### src/rtl/parity_generator.sv
// -----------------------------------------------------------------------------
// parity_generator
//
// Registered single-bit parity generator and checker. One clock after a word
// is sampled (en=1), parity_out carries the generated parity for that word and
// parity_err flags disagreement with the parity bit that accompanied it.
// PARITY_TYPE selects even (0) or odd (1) parity. The parity is defined so
// that the total number of ones, counting the parity bit, matches the mode.
//
// Ports:
//   clk        : system clock, rising-edge active
//   rst        : asynchronous, active-low reset; clears all outputs
//   en         : sample enable for data_in / parity_in
//   data_in    : DATA_WIDTH-bit word to protect or check
//   parity_in  : received parity bit for data_in (check path only)
//   parity_out : registered generated parity of the last sampled word
//   parity_err : registered mismatch flag (parity_in != generated parity)
//   valid_out  : high for one cycle after each enabled sample
// -----------------------------------------------------------------------------
module parity_generator #(
  parameter int DATA_WIDTH  = 8,
  parameter int PARITY_TYPE = 0
) (
  input  logic                  clk,
  input  logic                  rst,
  input  logic                  en,
  input  logic [DATA_WIDTH-1:0] data_in,
  input  logic                  parity_in,
  output logic                  parity_out,
  output logic                  parity_err,
  output logic                  valid_out
);

  localparam logic PTYPE = (PARITY_TYPE != 0);

  // XOR reduction maps onto a balanced XOR tree; depth is log2(DATA_WIDTH),
  // which comfortably closes in one cycle for widths up to 64.
  function automatic logic calc_parity(input logic [DATA_WIDTH-1:0] d);
    return (^d) ^ PTYPE;
  endfunction

  logic p_p0;
  logic parity_p1;
  logic err_p1;
  logic vld_p1;

  // Stage p0: combinational parity of the word being presented
  assign p_p0 = calc_parity(data_in);

  // Stage p1: registered results. The data registers are reset along with
  // the valid flag so that no stale parity is visible after reset release.
  always_ff @(posedge clk or negedge rst) begin
    if (!rst) begin
      parity_p1 <= 1'b0;
      err_p1    <= 1'b0;
      vld_p1    <= 1'b0;
    end else begin
      vld_p1 <= en;
      if (en) begin
        parity_p1 <= p_p0;
        err_p1    <= p_p0 ^ parity_in;
      end
    end
  end

  assign parity_out = parity_p1;
  assign parity_err = err_p1;
  assign valid_out  = vld_p1;

endmodule

### config.mk
export PLATFORM = sky130hd
export DESIGN_NAME = parity_generator
export DESIGN_NICKNAME = d
export VERILOG_FILES = /design/src/rtl/parity_generator.sv
export SDC_FILE = /design/constraint.sdc
export NUM_CORES = 1
export LEC_CHECK = 0
export CAP_MARGIN = 10
export CORE_AREA = 2 2 39 41
export CTS_BUF_LIST = sky130_fd_sc_hd__clkbuf_2
export DETAILED_ROUTE_END_ITERATION = 7
export DIE_AREA = 0 0 41 43
export SETUP_SLACK_MARGIN = 0.15
export SKIP_CTS_REPAIR_TIMING = 1
export SLEW_MARGIN = 10
export SYNTH_ARGS = -nofsm -noshare
export SYNTH_HDL_FRONTEND = slang
export SYNTH_SLANG_ARGS = --single-unit
### constraint.sdc
create_clock -name clk -period 1.65 [get_ports clk]
set_clock_uncertainty 0.05 [all_clocks]
set_input_delay 0.2475 -clock clk [delete_from_list [all_inputs] [get_ports clk]]
set_output_delay 0.2475 -clock clk [all_outputs]
set_load 0.05 [all_outputs]
==> summary.txt <==
Status
  – Status: finished clean

Routing
  – Routed Wire Length: 436 microns
  – Highest Signal Layer: met3
  – Met3 routed WL: 76 microns
  – Initial drt markers: 2
  – Via count: 174
  – Wire per inst: 8.898 microns
  – Metal-1 WL: 147 microns
  – Vias per std cell: 3.551
  – Drt drc: 0
  – DR pass1 iterations: 4
  – Antenna viol nets, final: 0
  – Met2 wire length: 211 microns

Placement
  – Placed insts: 45
  – Port Buf Inserts: 14
  – Final Wtd Congestion: 0.6037
  – Placed inst area: 344.1 sq um

Power
  – Sw frac: 38.55%
  – Comb power frac: 53.9%
  – Lkg Pwr: 0.2613 nW
  – Clock power frac: 22.8%
  – Pint: 0.2780 mW
  – Tot Pwr: 0.4524 mW
  – IR drop worst, VDD: 277.4 uV
  – Pwr per Cell Area: 1054 nW/um^2
  – Sequential Power Share: 23.3%
  – Sw Pwr: 0.1744 mW

Synth
  – Post-synth EDFFs: 0
  – Post-synth cell types: 6
  – Syn nets: 26
  – Ys Warns: 0
  – Post-synth top area share: 40.82%
  – Most instantiated cells after synthesis: 7 x xnor2_1, 3 x dfrtp_1
  – Post-synth top area cell: dfrtp_1
  – Synth Instances: 14
  – Main flop type after synthesis: dfrtp_1
  – Syn_area_per_cell: 13.14 sq um
  – Synth top area cells: dfrtp_1 41%, xnor2_1 33%, xor3_1 13%
  – Synth Cell Area: 183.9 sq um
  – Flip-flop and latch count after synthesis: 3
  – Seq/Total Area, Yosys: 40.82%
  – Ys async rst share: 100.0%
  – Most frequent cell after synthesis: xnor2_1

Hold path
  – Worst Hold Class: primary input to async pin

Critical path
  – Worst setup path end: parity_err
  – Worst R2R Setup Slack: 850 ps
  – Worst Setup SP: data_in[6]
  – Worst Path Arrival: 1390 ps
  – Worst R2R End: parity_err
  – Worst R2R Start: parity_err
  – Critical path peak fanout: 2
  – CP Data Required Time: 1690 ps
  – Crit end category: flip-flop
  – Critical Setup Path Class: primary input to flip-flop
  – Startpoint types: primary input
  – R2R cell count: 1

Floorplan
  – Core Area: 1384 sq um
  – Initial Util: 13.29%
  – Top Ports: 15
  – Die Ht: 43 microns
  – Full die area: 1763 sq um
  – Die X: 41 microns
  – FP Rows: 14

Job
  – Max-cap viol count: 0

Finish
  – Final nets: 46
  – N_diodes: 0
  – Ratio of cells with drive above 1 in the final layout: 45.45%
  – Util after Layout: 31.01%
  – Fin cells: 49
  – Area delta synth->final: 133.3%
  – Design area: 429.2 sq um

Clocking
  – Cts bufs inserted: 3
  – Root buf cell: clkbuf_2
  – Clock transition at path regs: 40 ps
  – TritonCTS clock tree: built
  – Skew-Pair Late Insertion Delay: 200 ps
  – Clock Sinks: 3
  – H-tree depth: 1
  – Worst-case clock buffer depth: 2

Global routing
  – Gr usage total: 6.432%
  – Antenna violations before repair: 0
  – First-pass GRT wire length: 627 microns
  – Grt ovf: 0
  – Vias in the first global route: 183
  – Largest net degree at the start of global routing: 5

STA
  – Fmax achieved: 741.9 MHz
  – Slew HR: 85.86%
  – RSZ-0062 raised after global routing: false
  – Tmin final: 1348 ps
  – Final hold viol count: 0
  – Final period utilization: 81.69%
  – Max-slew violations: 0
  – Worst slew pin tran: 211.1 ps
  – TNS Setup: 0 ps
  – Final setup fails: 0
-- sequential cells by signal, summed over array words and instances (netlist names) --
| name | count |
|---|---|
| parity_err | 1 |
| parity_out | 1 |
| valid_out | 1 |
-- stage by stage --
| step | setup slack [ps] | hold slack (ps) |
|---|---|---|
| after floorplan | 251.0 | -98.09 |
| after global placement | -214.0 | 390.8 |
| after detailed placement | -202.0 | 391.1 |
| after CTS | -3.643 | 159.6 |
| after global routing | 229.1 | 168.8 |
| final | 302.1 | 172.9 |
-- worst max-delay path: stages --
cell	delay [ps]
dlymetal6s2s_1	140
xnor2_2	160
xnor2_2	230
xor3_1	350
mux2_4	260
-- area by class of cell --
cell class / count / area (sq um)
Timing Repair Buffer: 15 / 160.2
Fill cell: 149 / 954.7
Clock buffer: 4 / 20.02
Sequential cell: 3 / 75.07
Multi-Input combinational cell: 11 / 153.9
Tap cell: 16 / 20.02
-- how the worst min path moves through the flow --
stage,start,end,cells past startpoint
floorplan,rst,parity_err,0
global placement,rst,parity_out,1
detailed placement,rst,parity_out,1
CTS,rst,parity_out,1
global route,rst,parity_err,1
finish,rst,parity_err,1
-- per-layer routing --
| layer | global-route usage [%] | vias to the layer above |
|---|---|---|
| met3 | 5.759 | 0 |
| met5 | 0 | - |
| li1 | - | 82 |
| met4 | 8.000 | 0 |
| met2 | 7.813 | 15 |
| met1 | 5.161 | 77 |
-- power by group through the flow --
stage | clock network (mW) | logic, mW | registers, mW
2_1_floorplan | 0 | 0.0731 | 0.183
3_3_place_gp | 0 | 0.227 | 0.108
3_5_place_dp | 0 | 0.228 | 0.107
4_1_cts | 0.111 | 0.230 | 0.107
5_1_grt | 0.114 | 0.259 | 0.109
6_report | 0.103 | 0.244 | 0.106
-- cell families (layout without fill, tap and decap cells) --
logic type / after synthesis / count (layout) / synth area share (%)
AO/OA/AOI/OAI: 1 / 1 / 2.718
AND/OR/NAND/NOR: 1 / 1 / 2.039
multiplexers: 1 / 1 / 8.161
flip-flops: 3 / 3 / 40.82
XOR/XNOR: 8 / 8 / 46.26
buffers and inverters: 0 / 19 / 0
-- layout by cell type (no fill, tap or decap), drive strengths merged --
master	count
nor2	1
clkbuf	4
dlymetal6s2s	8
a21oi	1
xor3	1
buf	4
clkdlybuf4s50	3
xnor2	7
dfrtp	3
mux2	1
Power figures use the tool's default switching activity.
